<file path="src/rtl/cvxif_copro_issue_unit_if.sv">
// CV-X-IF issue/commit/result bundle between the CVA6 core (master) and the coprocessor (slave).
interface cvxif_copro_issue_unit_if #(
    parameter int XLEN    = 32,
    parameter int IdWidth = 3
);
    logic               issue_valid_i;
    logic               issue_ready_o;
    logic [31:0]        issue_instr_i;
    logic [IdWidth-1:0] issue_id_i;
    logic [3*XLEN-1:0]  issue_rs_i;
    logic               issue_accept_o;
    logic               issue_wb_o;
    logic               commit_valid_i;
    logic [IdWidth-1:0] commit_id_i;
    logic               commit_kill_i;
    logic               result_valid_o;
    logic               result_ready_i;
    logic [IdWidth-1:0] result_id_o;
    logic [XLEN-1:0]    result_data_o;
    logic [4:0]         result_rd_o;
    logic               busy_o;

    modport master (
        output issue_valid_i, issue_instr_i, issue_id_i, issue_rs_i,
        output commit_valid_i, commit_id_i, commit_kill_i, result_ready_i,
        input  issue_ready_o, issue_accept_o, issue_wb_o,
        input  result_valid_o, result_id_o, result_data_o, result_rd_o, busy_o
    );

    modport slave (
        input  issue_valid_i, issue_instr_i, issue_id_i, issue_rs_i,
        input  commit_valid_i, commit_id_i, commit_kill_i, result_ready_i,
        output issue_ready_o, issue_accept_o, issue_wb_o,
        output result_valid_o, result_id_o, result_data_o, result_rd_o, busy_o
    );
endinterface

</file>
<file path="src/rtl/cvxif_copro_issue_unit.sv">
// CV-X-IF coprocessor front end: decode, commit buffer and in-order execute pipe.
// Define CVXIF_DUALREAD_EN to enable rs3 and the multiply-add (mad) instruction.
module cvxif_copro_issue_unit #(
    parameter int NrInstr    = 3,
    parameter int XLEN       = 32,
    parameter int IdWidth    = 3,
    parameter int Depth      = 4,
    parameter int MulLatency = 2
) (
    input logic                     clk_i,
    input logic                     rst_i,
    cvxif_copro_issue_unit_if.slave bus
);
    localparam int PtrW = $clog2(Depth);
    localparam int CntW = PtrW + 1;
    localparam int OpW  = 2;
    localparam int Last = MulLatency - 1;

    localparam logic [OpW-1:0] OP_CUSTOM1 = 2'd0;
    localparam logic [OpW-1:0] OP_CUSTOM2 = 2'd1;
`ifdef CVXIF_DUALREAD_EN
    localparam logic [OpW-1:0] OP_MAD     = 2'd2;
    localparam logic           MadEn      = 1'b1;
`else
    localparam logic           MadEn      = 1'b0;
`endif

    function automatic logic [31:0] f_tbl_match(input int idx);
        case (idx)
            0:       f_tbl_match = 32'h0000_002B;
            1:       f_tbl_match = 32'h0000_005B;
            2:       f_tbl_match = 32'hC000_0033;
            default: f_tbl_match = 32'h0000_0000;
        endcase
    endfunction

    function automatic logic [31:0] f_tbl_mask(input int idx);
        case (idx)
            0, 1:    f_tbl_mask = 32'h0000_007F;
            2:       f_tbl_mask = 32'hC000_007F;
            default: f_tbl_mask = 32'h0000_0000;
        endcase
    endfunction

    // Entries beyond the defined encodings are disabled so a zero mask never matches everything.
    function automatic logic f_tbl_en(input int idx);
        case (idx)
            0, 1:    f_tbl_en = 1'b1;
            2:       f_tbl_en = MadEn;
            default: f_tbl_en = 1'b0;
        endcase
    endfunction

`ifdef CVXIF_DUALREAD_EN
    function automatic logic [XLEN-1:0] f_exec(input logic [OpW-1:0] op, input logic [XLEN-1:0] a,
                                               input logic [XLEN-1:0] b, input logic [XLEN-1:0] c);
        logic [XLEN-1:0] res;
        if (op == OP_MAD) res = a * b + c;
        else              res = a + b;
        return res;
    endfunction
`else
    function automatic logic [XLEN-1:0] f_exec(input logic [OpW-1:0] op, input logic [XLEN-1:0] a,
                                               input logic [XLEN-1:0] b);
        return (op == OP_CUSTOM2) ? a + b : '0;
    endfunction
`endif

    logic                 w_dec_hit;
    logic [OpW-1:0]       w_dec_op;
    logic                 w_dec_wb;
    logic                 w_push;
    logic                 w_pop;
    logic                 w_inject;
    logic                 w_head_go;
    logic                 w_head_kill;
    logic                 w_pipe_adv;
    logic                 w_cmt_new;
    logic [Depth-1:0]     w_cmt_hit;
    logic [XLEN-1:0]      w_head_data;
    logic                 w_res_vld;

    logic [PtrW-1:0]      r_head;
    logic [PtrW-1:0]      r_tail;
    logic [CntW-1:0]      r_count;
    logic [Depth-1:0]     r_buf_vld;
    logic [Depth-1:0]     r_buf_cmt;
    logic [Depth-1:0]     r_buf_kill;
    logic [IdWidth-1:0]   r_buf_id  [Depth];
    logic [OpW-1:0]       r_buf_op  [Depth];
    logic [4:0]           r_buf_rd  [Depth];
    logic [XLEN-1:0]      r_buf_rs1 [Depth];
    logic [XLEN-1:0]      r_buf_rs2 [Depth];
`ifdef CVXIF_DUALREAD_EN
    logic [XLEN-1:0]      r_buf_rs3 [Depth];
`else
    logic                 w_unused_rs3;
    assign w_unused_rs3 = ^bus.issue_rs_i[3*XLEN-1:2*XLEN];
`endif

    logic [MulLatency-1:0] r_vld_p;
    logic [MulLatency-1:0] r_wb_p;
    logic [IdWidth-1:0]    r_id_p   [MulLatency];
    logic [4:0]            r_rd_p   [MulLatency];
    logic [XLEN-1:0]       r_data_p [MulLatency];

    // Decode: iterate downwards so the lowest matching index is the last to assign.
    always_comb begin
        w_dec_hit = 1'b0;
        w_dec_op  = OP_CUSTOM1;
        for (int i = NrInstr - 1; i >= 0; i--) begin
            if (f_tbl_en(i) && ((bus.issue_instr_i & f_tbl_mask(i)) == f_tbl_match(i))) begin
                w_dec_hit = 1'b1;
                w_dec_op  = OpW'(i);
            end
        end
    end

    assign w_dec_wb           = w_dec_hit & (w_dec_op != OP_CUSTOM1);
    assign bus.issue_accept_o = bus.issue_valid_i & w_dec_hit;
    assign bus.issue_wb_o     = bus.issue_valid_i & w_dec_wb;
    assign bus.issue_ready_o  = (r_count < CntW'(Depth));
    assign w_push             = bus.issue_valid_i & bus.issue_ready_o & w_dec_hit;
    assign w_cmt_new          = bus.commit_valid_i & (bus.commit_id_i == bus.issue_id_i);

    always_comb begin
        for (int i = 0; i < Depth; i++) begin
            w_cmt_hit[i] = bus.commit_valid_i & r_buf_vld[i] & ~r_buf_cmt[i] &
                           (r_buf_id[i] == bus.commit_id_i);
        end
    end

    assign w_head_go   = r_buf_vld[r_head] & r_buf_cmt[r_head];
    assign w_head_kill = r_buf_kill[r_head];
    assign w_pop       = w_head_go & (w_head_kill | w_pipe_adv);
    assign w_inject    = w_head_go & ~w_head_kill & w_pipe_adv;

`ifdef CVXIF_DUALREAD_EN
    assign w_head_data = f_exec(r_buf_op[r_head], r_buf_rs1[r_head], r_buf_rs2[r_head], r_buf_rs3[r_head]);
`else
    assign w_head_data = f_exec(r_buf_op[r_head], r_buf_rs1[r_head], r_buf_rs2[r_head]);
`endif

    // Buffer control: pointers, occupancy and per-entry valid/commit/kill flags.
    always_ff @(posedge clk_i) begin
        if (rst_i) begin
            r_head     <= '0;
            r_tail     <= '0;
            r_count    <= '0;
            r_buf_vld  <= '0;
            r_buf_cmt  <= '0;
            r_buf_kill <= '0;
        end else begin
            if (w_push) r_tail <= r_tail + 1'b1;
            if (w_pop)  r_head <= r_head + 1'b1;
            r_count <= r_count + CntW'(w_push) - CntW'(w_pop);
            for (int i = 0; i < Depth; i++) begin
                if (w_push && (r_tail == PtrW'(i))) begin
                    r_buf_vld[i]  <= 1'b1;
                    r_buf_cmt[i]  <= w_cmt_new;
                    r_buf_kill[i] <= w_cmt_new & bus.commit_kill_i;
                end else begin
                    if (w_pop && (r_head == PtrW'(i))) r_buf_vld[i] <= 1'b0;
                    if (w_cmt_hit[i]) begin
                        r_buf_cmt[i]  <= 1'b1;
                        r_buf_kill[i] <= bus.commit_kill_i;
                    end
                end
            end
        end
    end

    always_ff @(posedge clk_i) begin
        if (w_push) begin
            r_buf_id[r_tail]  <= bus.issue_id_i;
            r_buf_op[r_tail]  <= w_dec_op;
            r_buf_rd[r_tail]  <= bus.issue_instr_i[11:7];
            r_buf_rs1[r_tail] <= bus.issue_rs_i[XLEN-1:0];
            r_buf_rs2[r_tail] <= bus.issue_rs_i[2*XLEN-1:XLEN];
`ifdef CVXIF_DUALREAD_EN
            r_buf_rs3[r_tail] <= bus.issue_rs_i[3*XLEN-1:2*XLEN];
`endif
        end
    end

    // Execute pipe: stage 0 takes the head, stage Last drives the result channel.
    assign w_res_vld  = r_vld_p[Last] & r_wb_p[Last];
    assign w_pipe_adv = ~(w_res_vld & ~bus.result_ready_i);

    always_ff @(posedge clk_i) begin
        if (rst_i) begin
            r_vld_p <= '0;
        end else if (w_pipe_adv) begin
            r_vld_p[0] <= w_inject;
            for (int s = 1; s < MulLatency; s++) r_vld_p[s] <= r_vld_p[s-1];
        end
    end

    always_ff @(posedge clk_i) begin
        if (w_pipe_adv) begin
            r_wb_p[0]   <= (r_buf_op[r_head] != OP_CUSTOM1);
            r_id_p[0]   <= r_buf_id[r_head];
            r_rd_p[0]   <= r_buf_rd[r_head];
            r_data_p[0] <= w_head_data;
            for (int s = 1; s < MulLatency; s++) begin
                r_wb_p[s]   <= r_wb_p[s-1];
                r_id_p[s]   <= r_id_p[s-1];
                r_rd_p[s]   <= r_rd_p[s-1];
                r_data_p[s] <= r_data_p[s-1];
            end
        end
    end

    // Data stages are not reset, so the visible result fields are gated by valid.
    assign bus.result_valid_o = w_res_vld;
    assign bus.result_id_o    = w_res_vld ? r_id_p[Last]   : '0;
    assign bus.result_data_o  = w_res_vld ? r_data_p[Last] : '0;
    assign bus.result_rd_o    = w_res_vld ? r_rd_p[Last]   : '0;
    assign bus.busy_o         = (r_count != '0) | (|r_vld_p);
endmodule

</file>
<file path="src/flat_wrapper.sv">
// flat-port wrapper written by rule: the top's interface ports become plain ports
module cvxif_copro_issue_unit_flat 
#(
    parameter int NrInstr    = 3,
    parameter int XLEN       = 32,
    parameter int IdWidth    = 3,
    parameter int Depth      = 4,
    parameter int MulLatency = 2
)
  (clk_i, rst_i, bus_issue_valid_i, bus_issue_instr_i, bus_issue_id_i, bus_issue_rs_i, bus_commit_valid_i, bus_commit_id_i, bus_commit_kill_i, bus_result_ready_i, bus_issue_ready_o, bus_issue_accept_o, bus_issue_wb_o, bus_result_valid_o, bus_result_id_o, bus_result_data_o, bus_result_rd_o, bus_busy_o);
  cvxif_copro_issue_unit_if #(.XLEN(XLEN), .IdWidth(IdWidth)) bus_i ();
  input logic clk_i;
  input logic rst_i;
  input wire logic [$bits(bus_i.issue_valid_i)-1:0] bus_issue_valid_i;
  input wire logic [$bits(bus_i.issue_instr_i)-1:0] bus_issue_instr_i;
  input wire logic [$bits(bus_i.issue_id_i)-1:0] bus_issue_id_i;
  input wire logic [$bits(bus_i.issue_rs_i)-1:0] bus_issue_rs_i;
  input wire logic [$bits(bus_i.commit_valid_i)-1:0] bus_commit_valid_i;
  input wire logic [$bits(bus_i.commit_id_i)-1:0] bus_commit_id_i;
  input wire logic [$bits(bus_i.commit_kill_i)-1:0] bus_commit_kill_i;
  input wire logic [$bits(bus_i.result_ready_i)-1:0] bus_result_ready_i;
  output wire logic [$bits(bus_i.issue_ready_o)-1:0] bus_issue_ready_o;
  output wire logic [$bits(bus_i.issue_accept_o)-1:0] bus_issue_accept_o;
  output wire logic [$bits(bus_i.issue_wb_o)-1:0] bus_issue_wb_o;
  output wire logic [$bits(bus_i.result_valid_o)-1:0] bus_result_valid_o;
  output wire logic [$bits(bus_i.result_id_o)-1:0] bus_result_id_o;
  output wire logic [$bits(bus_i.result_data_o)-1:0] bus_result_data_o;
  output wire logic [$bits(bus_i.result_rd_o)-1:0] bus_result_rd_o;
  output wire logic [$bits(bus_i.busy_o)-1:0] bus_busy_o;
  assign bus_i.issue_valid_i = bus_issue_valid_i;
  assign bus_i.issue_instr_i = bus_issue_instr_i;
  assign bus_i.issue_id_i = bus_issue_id_i;
  assign bus_i.issue_rs_i = bus_issue_rs_i;
  assign bus_i.commit_valid_i = bus_commit_valid_i;
  assign bus_i.commit_id_i = bus_commit_id_i;
  assign bus_i.commit_kill_i = bus_commit_kill_i;
  assign bus_i.result_ready_i = bus_result_ready_i;
  assign bus_issue_ready_o = bus_i.issue_ready_o;
  assign bus_issue_accept_o = bus_i.issue_accept_o;
  assign bus_issue_wb_o = bus_i.issue_wb_o;
  assign bus_result_valid_o = bus_i.result_valid_o;
  assign bus_result_id_o = bus_i.result_id_o;
  assign bus_result_data_o = bus_i.result_data_o;
  assign bus_result_rd_o = bus_i.result_rd_o;
  assign bus_busy_o = bus_i.busy_o;
  cvxif_copro_issue_unit #(.NrInstr(NrInstr), .XLEN(XLEN), .IdWidth(IdWidth), .Depth(Depth), .MulLatency(MulLatency)) u_core (.clk_i(clk_i), .rst_i(rst_i), .bus(bus_i));
endmodule
</file>
<file path="config.mk">
export PLATFORM = sky130hd
export DESIGN_NAME = cvxif_copro_issue_unit_flat
export DESIGN_NICKNAME = d
export VERILOG_FILES = /design/src/rtl/cvxif_copro_issue_unit_if.sv /design/src/rtl/cvxif_copro_issue_unit.sv /design/src/flat_wrapper.sv
export SDC_FILE = /design/constraint.sdc
export NUM_CORES = 1
export LEC_CHECK = 0
export ABC_AREA = 1
export BUFFER_PORTS_ARGS = -buffer_cell sky130_fd_sc_hd__buf_2
export CAP_MARGIN = 15
export CORE_MARGIN = 2
export CORE_UTILIZATION = 59
export CTS_CLUSTER_SIZE = 24
export DETAILED_ROUTE_END_ITERATION = 8
export GPL_TIMING_DRIVEN = 0
export PLACE_DENSITY = 0.85
export RECOVER_POWER = 100
export SETUP_SLACK_MARGIN = 0.3
export SLEW_MARGIN = 20
export SYNTH_ARGS = -nofsm -noshare
export SYNTH_HDL_FRONTEND = slang
export SYNTH_SLANG_ARGS = --single-unit
</file>
<file path="constraint.sdc">
create_clock -name clk_i -period 3.83 [get_ports clk_i]
set_input_delay 0.383 -clock clk_i [delete_from_list [all_inputs] [get_ports clk_i]]
set_output_delay 0.383 -clock clk_i [all_outputs]
set_load 0.005 [all_outputs]
</file>
# == Word level (Yosys, flattened, before mapping) ==
# Memory sizes are Yosys's and may differ from the RTL's. A register that Yosys moved wholly into a read port is not among the register bits.
# Index checks and enable logic that the tools add are counted.
# totals
input_bits,140
mem_count,8
output_inout_bits,45
ram_bits,376
reg_bits,23
# mem_list
memory,words,width,read_ports,rd_clocked_by_memory_dff,wr,line_no,source
u_core.r_buf_rs1,4,32,1,1,1,cvxif_copro_issue_unit.sv:92,logic [XLEN-1:0] r_buf_rs1 [Depth];
u_core.r_buf_rs2,4,32,1,1,1,cvxif_copro_issue_unit.sv:93,logic [XLEN-1:0] r_buf_rs2 [Depth];
u_core.r_data_p,2,32,2,0,2,cvxif_copro_issue_unit.sv:105,logic [XLEN-1:0] r_data_p [MulLatency];
u_core.r_buf_rd,4,5,1,1,1,cvxif_copro_issue_unit.sv:91,logic [4:0] r_buf_rd [Depth];
u_core.r_buf_id,4,3,5,1,1,cvxif_copro_issue_unit.sv:89,logic [IdWidth-1:0] r_buf_id [Depth];
u_core.r_rd_p,2,5,2,0,2,cvxif_copro_issue_unit.sv:104,logic [4:0] r_rd_p [MulLatency];
2 more memories,--,--,--,--,--,--,
# classes
mux,51
n_bitwise,34
eq_ne,14
add_sub_neg,5
n_reduce_logical,22
magnitude_cmp,2
# ops
cell,n
$mux 32,2
$mux 1,33
$add 32x32->32,1
$and 1x1->1,25
$mux 2,11
$reduce_bool 2->1,10
$eq 3x3->1,5
$eq 2x2->1 const B,4
$logic_and 1x1->1,8
$eq 7x6->1 const B,1
$eq 7x7->1 const B,1
$not 1->1,7
$bmux 1 s2,3
$eq 2x1->1 const B,3
$mux 5,1
$add 2x1->2 const B,2
$logic_not 2->1,2
$add 3x1->3,1
$lt 2x3->1 const B,1
$lt 3x3->1 const B,1
$mux 3,1
$reduce_bool 3->1,1
$sub 3x1->3,1
$or 1x1->1,2
$reduce_or 2->1,1

# == Longest topological paths before layout ==
# Gate-level depths: netlist of run 1.
# depth
ltp_word,8
mapped_depth,18
ltp_nobuf,15

# == Worst setup path before layout of run 1 ==
# OpenSTA, ideal clock, no wires.
# synth_path
kind,input to register
start,input bus_issue_instr_i[5]
end,memory u_core.r_buf_id[3][0] (enable)
t_arrival_ns,2.291
setup_slack_ns,1.112
required_ns,3.403
path_stages,5
path_buffers,0
cell_sequence,inv_1 -> nand3_1 -> nand2_1 -> nand4_1 -> inv_1
# synth_via
elab_chain_len,6
word_cells_on_any_way,7
classes_between,2 x eq/ne; 4 x mux; 1 x bitwise
# synth_rtl
item,line_no,source
from (decl),flat_wrapper.sv:15,input wire logic [$bits(bus_i.issue_instr_i)-1:0] bus_issue_instr_i;
$eq 7x7->1,cvxif_copro_issue_unit.sv:112,if (f_tbl_en(i) && ((bus.issue_instr_i & f_tbl_mask(i)) == f_tbl_match(i))) begin
$mux 1,cvxif_copro_issue_unit.sv:112,
$mux 1 *,cvxif_copro_issue_unit.sv:112,
$and 1x1->1 *,cvxif_copro_issue_unit.sv:123,assign w_push = bus.issue_valid_i & bus.issue_ready_o & w_dec_hit;
$mux 1 *,cvxif_copro_issue_unit.sv:174,if (w_push) begin
$mux 1 (implied by the code) *,cvxif_copro_issue_unit.sv:175,r_buf_id[r_tail] <= bus.issue_id_i;
to (decl),cvxif_copro_issue_unit.sv:89,
# Mark *: on every way between the ends. The rest lies on a longest branch, timed or not.

# == Worst setup path in the final report of run 1 ==
# layout_path
start,register u_core.r_tail[0]
end,memory u_core.r_buf_rs1[2][15] (enable)
# layout_lines
item,line_no,source
from (decl),cvxif_copro_issue_unit.sv:84,logic [PtrW-1:0] r_tail;
from (signal assigned),cvxif_copro_issue_unit.sv:154,if (w_push) r_tail <= r_tail + 1'b1;
to (decl),cvxif_copro_issue_unit.sv:92,
# No word-level cell before the write port.

==> flow_metrics.tcl, run 1 <==
set metrics [dict create \
    end_kind "flip-flop" \
    hold_buffers 0 \
    hold_violations 0 \
    synthTopCellsByArea "edfxtp_1 65%, nand2_1 5.7%, nor2_1 5.5%" \
    cp.arrival_ps 3690 \
    cts_root_buf "clkbuf_16" \
    synth-xor-area-share_pct 0.756 \
    p_switching_uw 2660 \
    clk_latency_ps 530 \
    period_minus_slack_ps 3500 \
    final_cell_mix "374 x edfxtp_1, 265 x nand2_1, 256 x nor2_1" \
    synth_cell_types 34 \
    synth_adder_area_share_pct 3.18 \
    worstMarginPinSlew_ps 1780 \
    clkPwrFrac_pct 35.6 \
    grt_use_met2_pct 42.6 \
    maxCapViolCount 3 \
    max-clock-path-buffers 3 \
    irDropWorstVdd_mv 0.377 \
    ys.flop_type "edfxtp_1" \
    num_vias 12390 \
    crit-reg2reg-capture "u_core.r_buf_rs1[2][15]" \
    required_ps 4020 \
    critPathKind "flip-flop to flip-flop" \
    avgRoutedWirePerCell_um 18.3 \
    synth_top_family_by_area "simple AND/OR/NAND/NOR gates" \
    final_core_util_pct 68.1 \
    core-area_um2 28900 \
    p_sw_share_pct 26.6 \
    finalInstanceArea_um2 19600 \
    power.internal_uw 7350 \
    dpl.hpwl_mm 26.5 \
    syn_nets 1789 \
    skew_ps 12.1 \
    min_delay_worst_endpoint "u_core.r_buf_rs1[3][26]" \
    status "finished with violations" \
    violations "capacitance limit, slew limit" \
    gp_congestion 0.899 \
    avgSynthCellArea_um2 10.8 \
    max-slew-margin-rel_pct -19.5 \
    ant_nets 0 \
    nNetsFinal 1964 \
    mostFrequentLayoutCell "edfxtp_1" \
    initial_core_util_pct 60.2 \
    top_usage_layer "met2" \
    syn2layout_area_growth_pct 13.1 \
    r2r.worst_path.cells 5 \
    startpoint_type "flip-flop" \
    die_h_um 176 \
    hp-start "bus_issue_rs_i[26]" \
    synth.area.mux_share_pct 0 \
    timing.fmax_mhz 286 \
    synth_edf_count 374 \
    rr_startpoint "u_core.r_tail[0]" \
    post_cts_buffers 0 \
    synth_compound_area_share_pct 9.55 \
    drtIter0Drc 1590 \
    syn-instance-count 1606 \
    std_cell_rows 62 \
    p_seq_share_pct 49.2 \
    cts_buffers 39 \
    grt_pass1_wl_mm 62.2 \
    synth_top_area_share_pct 64.6 \
    htree_levels 2 \
    drt_pass1_iterations 6 \
    clk_pin_slew_worst_paths_ps 60 \
    grt-ovfl-total 0 \
    drt_wl_total_mm 40.2 \
    drive_above_1_share_pct 7.56 \
    globalRouteTotalUtil_pct 25.8 \
    grt_use_met3_pct 3.96 \
    dpl_cell_area_um2 18600 \
    hold_path_class "input pin to flip-flop" \
    power.leakage_uw 0.00762 \
    cts_tree "built" \
    ys_ff_latch 397 \
    grt_max_degree 45 \
    synth_top_area_cell "edfxtp_1" \
    crit_fanout 42 \
    fp.dieW_um 176 \
    diodes 0 \
    io_buffer_count 129 \
    grt_setup_unrepaired "true" \
    synth_area_um2 17400 \
    yosys.area_share.simple_pct 13.6 \
    met1_usage_pct 34.7 \
    die-area_um2 30800 \
    setup-tns-final_ps 0 \
    yosysSeqAreaShare_pct 67.3 \
    synth_warnings 0 \
    maxSlewViolCount 94 \
    ios 185 \
    avgViaCountPerCell 5.64 \
    rrSetupSlack_ps 330 \
    power.density_nw_per_um2 510 \
    post_cts_resized 2 \
    cts_sinks 397 \
    antenna_found_initial 0 \
    async_flop_share_pct 0 \
    setup_viol 0 \
    drc 0 \
    final.period_utilization_pct 91.4 \
    combPwrFrac_pct 15.2 \
    worstHoldPathCells 1 \
    first_global_vias 12083 \
]
[power groups by stage]
stage | combinational [uW] | clock, uW | sequential, uW
floorplan | 1020 | 0 | 5000
global placement | 1430 | 0 | 5010
detailed placement | 1470 | 0 | 5020
CTS | 1490 | 3580 | 4930
global route | 1690 | 3720 | 4940
finish | 1520 | 3570 | 4930
[worst max-delay path by stage]
| stage | startpoint | end | cells after the start |
|---|---|---|---|
| 2_1_floorplan | bus_issue_instr_i[5] | u_core.r_buf_id[3][0] | 5 |
| 3_3_place_gp | bus_issue_instr_i[5] | u_core.r_buf_rs2[3][7] | 6 |
| 3_5_place_dp | flip-flop | u_core.r_data_p[0][20] | 15 |
| 4_1_cts | flip-flop | u_core.r_data_p[0][18] | 17 |
| 5_1_grt | flip-flop | u_core.r_data_p[0][20] | 16 |
| 6_report | u_core.r_tail[0] | u_core.r_buf_rs1[2][15] | 5 |
[kinds of logic (layout without fill, tap and decap cells)]
| logic type | after synthesis | count (layout) |
|---|---|---|
| buffers and inverters | 249 | 455 |
| XOR/XNOR | 15 | 15 |
| AND/OR/NAND/NOR | 596 | 596 |
| AO/OA/AOI/OAI | 306 | 306 |
| flip-flops | 397 | 397 |
| adder cells (fa/ha/maj) | 43 | 43 |
[per-stage QoR]
step	power (uW)	setup slack [ps]	cells	hold WS, ps
2_1_floorplan	6020	1110	1606	400
3_3_place_gp	6450	-297	2119	402
3_5_place_dp	6490	242	2124	405
4_1_cts	10000	322	2196	46.3
5_1_grt	10400	158	2196	103
6_report	10000	330	2196	105
[metal layers]
layer | vias up | routed length, um
li1 | 5854 | -
met1 | 5820 | 16200
met2 | 637 | 19400
met3 | 79 | 3470
met4 | 0 | 1130
met5 | - | 0
[layout make-up]
class                           count  area (um2)
Multi-Input combinational cell    960        4700
Inverter                          191         728
Clock inverter                     21         143
Buffer                             58         282
Clock buffer                       51        1040
Sequential cell                   397       11700
Tap cell                          384         480
Timing Repair Buffer              134         583
Fill cell                        2085        9210
[worst max-delay path: stages (launching register included)]
cell and delay (ps):
dfxtp_1 380, inv_1 100, ha_1 200, nand4_1 190, clkinvlp_2 1400, buf_4 850
[cells in the mapped netlist, types with 3 or more instances]
| cell | count |
|---|---|
| xor2_1 | 3 |
| edfxtp_1 | 374 |
| nor3_1 | 13 |
| xnor2_1 | 12 |
| buf_6 | 3 |
| clkbuf_1 | 41 |
| ha_1 | 41 |
| buf_2 | 3 |
| o22ai_1 | 71 |
| o21ai_0 | 167 |
| buf_1 | 6 |
| buf_4 | 5 |
| inv_1 | 184 |
| nor2_1 | 255 |
| and2_1 | 3 |
| nand2_1 | 265 |
| o21bai_1 | 4 |
| nand4_1 | 12 |
| nand3_1 | 43 |
| inv_2 | 6 |
| a21oi_1 | 56 |
| dfxtp_1 | 23 |
[sequential cells by signal (all words and copies together) (netlist names), named ones only]
| name | count |
|---|---|
| u_core.r_data_p | 64 |
| u_core.r_head | 2 |
| u_core.r_buf_vld | 4 |
| u_core.r_vld_p | 2 |
| u_core.r_buf_rd | 20 |
| u_core.r_tail | 2 |
| u_core.r_rd_p | 10 |
| u_core.r_count | 3 |
| u_core.r_id_p | 6 |
| u_core.r_buf_op | 4 |
| u_core.r_buf_kill | 4 |
| u_core.r_buf_cmt | 4 |
| u_core.r_wb_p | 2 |
| u_core.r_buf_rs2 | 128 |
| u_core.r_buf_id | 12 |
| u_core.r_buf_rs1 | 128 |
No activity file was read; power rests on OpenSTA's default activity.
==> run 2: changes to the inputs <==
Settings changed: BUFFER_PORTS_ARGS -buffer_cell sky130_fd_sc_hd__buf_2 to unset, CORE_UTILIZATION 59 to 25, DONT_BUFFER_PORTS set to 1, MAX_ROUTING_LAYER set to met4, PLACE_DENSITY 0.85 to 0.43.
==> flow_metrics.tcl, run 2 (synthesis results as in run 1) <==
set metrics [dict create \
    post_cts_buffers 0 \
    clk_latency_ps 570 \
    globalRouteTotalUtil_pct 13.7 \
    status "finished with violations" \
    num_vias 11730 \
    first_global_vias 11826 \
    grt_pass1_wl_mm 71.9 \
    period_minus_slack_ps 3380 \
    setup_viol 0 \
    grt-ovfl-total 0 \
    cp.arrival_ps 3680 \
    max-slew-margin-rel_pct -0.740 \
    dpl.hpwl_mm 33.1 \
    p_sw_share_pct 26.2 \
    maxSlewViolCount 46 \
    core-area_um2 68700 \
    drt_pass1_iterations 5 \
    hold_path_class "input pin to flip-flop" \
    clk_pin_slew_worst_paths_ps 60 \
    drc 0 \
    htree_levels 2 \
    die_h_um 268 \
    gp_congestion 0.850 \
    required_ps 4130 \
    cts_sinks 397 \
    antenna_found_initial 9 \
    top_regs "u_core.r_buf_rs1 (128), u_core.r_buf_rs2 (128), u_core.r_data_p (64)" \
    fp.dieW_um 268 \
    mostFrequentLayoutCell "edfxtp_1" \
    critPathKind "flip-flop to flip-flop" \
    drt_wl_total_mm 48.0 \
    violations "capacitance limit, slew limit" \
    power.density_nw_per_um2 506 \
    skew_ps 21.7 \
    power.internal_uw 7760 \
    hold_violations 0 \
    worstHoldPathCells 3 \
    rrSetupSlack_ps 450 \
    final.period_utilization_pct 88.2 \
    cts_root_buf "clkbuf_16" \
    avgViaCountPerCell 4.34 \
    crit_fanout 10 \
    timing.fmax_mhz 296 \
    drtIter0Drc 772 \
    grt_max_degree 60 \
    grt_setup_unrepaired "false" \
    ios 185 \
    worst_slack_ps 452 \
    r2r.worst_path.cells 17 \
    drive_above_1_share_pct 6.18 \
    cts_buffers 43 \
    clkPwrFrac_pct 38.3 \
    ant_nets 0 \
    nNetsFinal 1914 \
    dp_slack_ps 7.14 \
    syn2layout_area_growth_pct 19.5 \
    p_seq_share_pct 46.9 \
    finalInstanceArea_um2 20800 \
    dpl_cell_area_um2 18700 \
    p_switching_uw 2750 \
    end_kind "flip-flop" \
    worstMarginPinSlew_ps 1510 \
    die-area_um2 71600 \
    max-clock-path-buffers 3 \
    startpoint_type "flip-flop" \
    initial_core_util_pct 25.3 \
    std_cell_rows 96 \
    io_buffer_count 0 \
    avgRoutedWirePerCell_um 17.8 \
    cts_tree "built" \
    power.leakage_uw 0.00775 \
    maxCapViolCount 1 \
    combPwrFrac_pct 14.9 \
    irDropWorstVdd_mv 0.289 \
    final_cell_mix "374 x edfxtp_1, 265 x nand2_1, 255 x nor2_1" \
]
run 2: layout make-up:
class / count / area (um2)
sequential: 397 / 11700
multi-input combinational: 960 / 4710
clock buffer: 55 / 1140
tap: 931 / 1160
fill: 7199 / 48000
clock inverter: 24 / 216
antenna: 9 / 22.5
buffer: 58 / 289
inverter: 191 / 729
timing repair buffer: 80 / 790
run 2: final timing paths:
kind                             from                      to
hold / removal     bus_result_ready_i       u_core.r_vld_p[0]
hold reg to reg   u_core.r_id_p[0][2]     u_core.r_id_p[0][5]
setup / recovery            flip-flop  u_core.r_data_p[0][20]
setup reg to reg            flip-flop  u_core.r_data_p[0][20]
run 2: power groups by stage:
stage / registers, uW / logic [uW] / clock network (uW)
floorplan: 5000 / 1020 / 0
detailed placement: 5020 / 1470 / 0
global placement: 5020 / 1460 / 0
global route: 4930 / 1780 / 4310
CTS: 4920 / 1570 / 4160
finish: 4920 / 1560 / 4020
run 2: through the flow:
step | instances | utilization, % | hold WS [ps] | setup TNS (ps) | power, uW
global placement | 2537 | 27.0 | 403 | -179810 | 6480
finish | 2705 | 30.2 | 125 | 0 | 10500
detailed placement | 2542 | 27.2 | 405 | 0 | 6480
global route | 2705 | 30.2 | 120 | 0 | 11000
CTS | 2696 | 30.3 | 93.8 | 0 | 10700
floorplan | 1606 | - | 400 | 0 | 6020
run 2: critical path, cell delays in order (launching register included):
cell and delay (ps):
dfxtp_1 300, buf_4 210, inv_1 110, buf_6 210
clkbuf_2 280, o21ai_0 130, o22ai_1 230, ha_1 330
fa_1 350, nand3_1 110, nand3_1 160, nand3_1 100
nand3_1 190, nand2_1 70, nand2_1 120, nand2_1 70
nand2_1 60, nor2_1 50
run 2: timing repair:
action,4_1_cts,5_1_grt
gates resized for setup,8,36
hold endpoints to repair,293,0
hold buffers,75,0
pin swaps,0,0
setup endpoints to repair,23,20
run 2: routing by layer:
metal	routed length, um	vias to the layer above	global-route usage [%]
li1	-	5782	-
met1	21800	5657	17.6
met2	23100	236	22.2
met3	2000	55	2.46
met4	1070	0	4.02
met5	0	-	-
==> run 3: changes to the inputs <==
Clock period 3.83 ns to 4.2 ns, I/O delays scaled along.
==> flow_metrics.tcl, run 3 (synthesis results as in run 1) <==
set metrics [dict create \
    hold_violations 0 \
    p_switching_uw 2510 \
    mostFrequentLayoutCell "edfxtp_1" \
    htree_levels 2 \
    critPathKind "flip-flop to flip-flop" \
    avgViaCountPerCell 4.32 \
    power.leakage_uw 0.00769 \
    cts_sinks 397 \
    grt-ovfl-total 0 \
    worstHoldPathCells 2 \
    initial_core_util_pct 25.3 \
    die-area_um2 71600 \
    hp-start "bus_commit_kill_i" \
    worstMarginPinSlew_ps 1720 \
    clkPwrFrac_pct 38.3 \
    antenna_found_initial 9 \
    first_global_vias 11820 \
    crit_chain "clkinvlp_4 > buf_2 > clkbuf_1 > o21ai_0 > o22ai_1 > ha_1 > fa_1 > nand3_1 > nand3_1 > nand2_1 > nand2_1 > nand3_1 > nand3_1 > nand2_1 > inv_1 > nor2_1" \
    met1_usage_pct 17.7 \
    status "finished with violations" \
    drive_above_1_share_pct 5.05 \
    drt_pass1_iterations 7 \
    io_buffer_count 0 \
    irDropWorstVdd_mv 0.263 \
    max-clock-path-buffers 3 \
    nNetsFinal 1913 \
    max-slew-margin-rel_pct -15.5 \
    crit-reg2reg-capture "u_core.r_data_p[0][24]" \
    required_ps 4530 \
    clk_pin_slew_worst_paths_ps 60 \
    n_fill_cell 7205 \
    top_usage_layer "met2" \
    drt_wl_total_mm 48.0 \
    ios 185 \
    end_kind "flip-flop" \
    globalRouteTotalUtil_pct 13.8 \
    startpoint_type "flip-flop" \
    hold_path_class "input pin to flip-flop" \
    final_core_util_pct 30.1 \
    power.density_nw_per_um2 463 \
    die_h_um 268 \
    setup_viol 0 \
    grt_use_met2_pct 22.2 \
    grt_pass1_wl_mm 72.0 \
    cts_root_buf "clkbuf_16" \
    cts_tree "built" \
    min_delay_worst_endpoint "u_core.r_buf_kill[0]" \
    rrSetupSlack_ps 460 \
    top_regs "u_core.r_buf_rs1 (128), u_core.r_buf_rs2 (128), u_core.r_data_p (64)" \
    violations "capacitance limit, slew limit" \
    holdWs_ps 49.4 \
    timing.fmax_mhz 267 \
    cp_slowest_stage_delay_ps 500 \
    period_minus_slack_ps 3740 \
    power.internal_uw 7070 \
    totalPowerFinal_uw 9580 \
    cp.arrival_ps 4080 \
    drtIter0Drc 776 \
    grt_setup_unrepaired "true" \
    maxCapViolCount 1 \
    maxSlewViolCount 29 \
    crit_fanout 10 \
    num_vias 11683 \
    fp.dieW_um 268 \
    std_cell_rows 96 \
    setup-tns-final_ps 0 \
    combPwrFrac_pct 14.8 \
    cts_buffers 43 \
    skew_ps 22.0 \
    clk_latency_ps 570 \
    ant_nets 0 \
    grt_use_met3_pct 2.46 \
    p_sw_share_pct 26.2 \
    avgRoutedWirePerCell_um 17.8 \
    post_cts_buffers 0 \
    final.period_utilization_pct 89.2 \
    grt_max_degree 60 \
    crit_top_cell "nand3_1" \
    slowest_stage "fa_1" \
    final_cell_mix "374 x edfxtp_1, 265 x nand2_1, 256 x nor2_1" \
    gp_congestion 0.850 \
    core-area_um2 68700 \
    drc 0 \
    syn2layout_area_growth_pct 19.1 \
    r2r.worst_path.cells 16 \
    dpl.hpwl_mm 33.1 \
    p_seq_share_pct 46.9 \
]
run 3: cell count changes in the layout (fill, tap and decap cells not counted), sizes merged:
cell         change
inv              -2
clkinvlp         +2
clkbuf           +3
buf              -3
dlygate4sd3      -1
run 3: worst max path at each step:
stage                         start  slack, ps                endpoint  cells past startpoint
6_report                  flip-flop        460  u_core.r_data_p[0][24]                     16
5_1_grt                   flip-flop        160  u_core.r_data_p[0][24]                     16
4_1_cts                   flip-flop        340  u_core.r_data_p[0][24]                     16
3_5_place_dp              flip-flop        380  u_core.r_data_p[0][24]                     16
3_3_place_gp   bus_issue_instr_i[2]       -320  u_core.r_buf_rs1[3][4]                      5
2_1_floorplan  bus_issue_instr_i[5]       1440   u_core.r_buf_id[3][0]                      5
run 3: timing repair:
action | CTS | global route
hold endpoints to repair | 292 | 0
hold buffers | 74 | 0
resized for setup | 0 | 9
setup endpoints to repair | 0 | 11
run 3: per-layer routing:
| layer | part of all wire [%] | wire (um) | up-vias |
|---|---|---|---|
| met5 | 0 | 0 | - |
| li1 | - | - | 5777 |
| met2 | 48 | 23000 | 224 |
| met1 | 46 | 21900 | 5625 |
| met4 | 2.4 | 1150 | 0 |
| met3 | 4.0 | 1940 | 57 |
run 3: layout make-up:
| cell class | count | area (um2) | share of cell area (%) |
|---|---|---|---|
| buffer | 58 | 264 | 1.28 |
| multi-input combinational | 960 | 4690 | 22.7 |
| inverter | 191 | 727 | 3.51 |
| clock buffer | 55 | 1140 | 5.51 |
| tap | 931 | 1160 | 5.63 |
| antenna | 9 | 22.5 | 0.109 |
| clock inverter | 24 | 216 | 1.05 |
| timing repair buffer | 79 | 778 | 3.76 |
| sequential | 397 | 11700 | 56.5 |
run 3: power groups by stage:
stage | clock, uW | sequential, uW | combinational [uW]
after floorplan | 0 | 4560 | 928
after global placement | 0 | 4570 | 1340
after detailed placement | 0 | 4580 | 1340
after CTS | 3790 | 4490 | 1430
after global routing | 3930 | 4500 | 1620
final | 3670 | 4490 | 1420
run 3: worst max-delay path, delay by kind of cell (launching register included):
family,cells,cell delay [ps]
fa+ha+maj,2,800
buf+inv,4,910
compound gates,2,350
flops,1,410
simple gates,8,1020
run 3: stage by stage:
step / worst slack [ps] / instances / instance area, um2
2_1_floorplan: 1440 / 1606 / 17400
3_5_place_dp: 377 / 2542 / 18700
6_report: 455 / 2704 / 20700
5_1_grt: 161 / 2704 / 20700
4_1_cts: 345 / 2695 / 20800
3_3_place_gp: -317 / 2537 / 18500
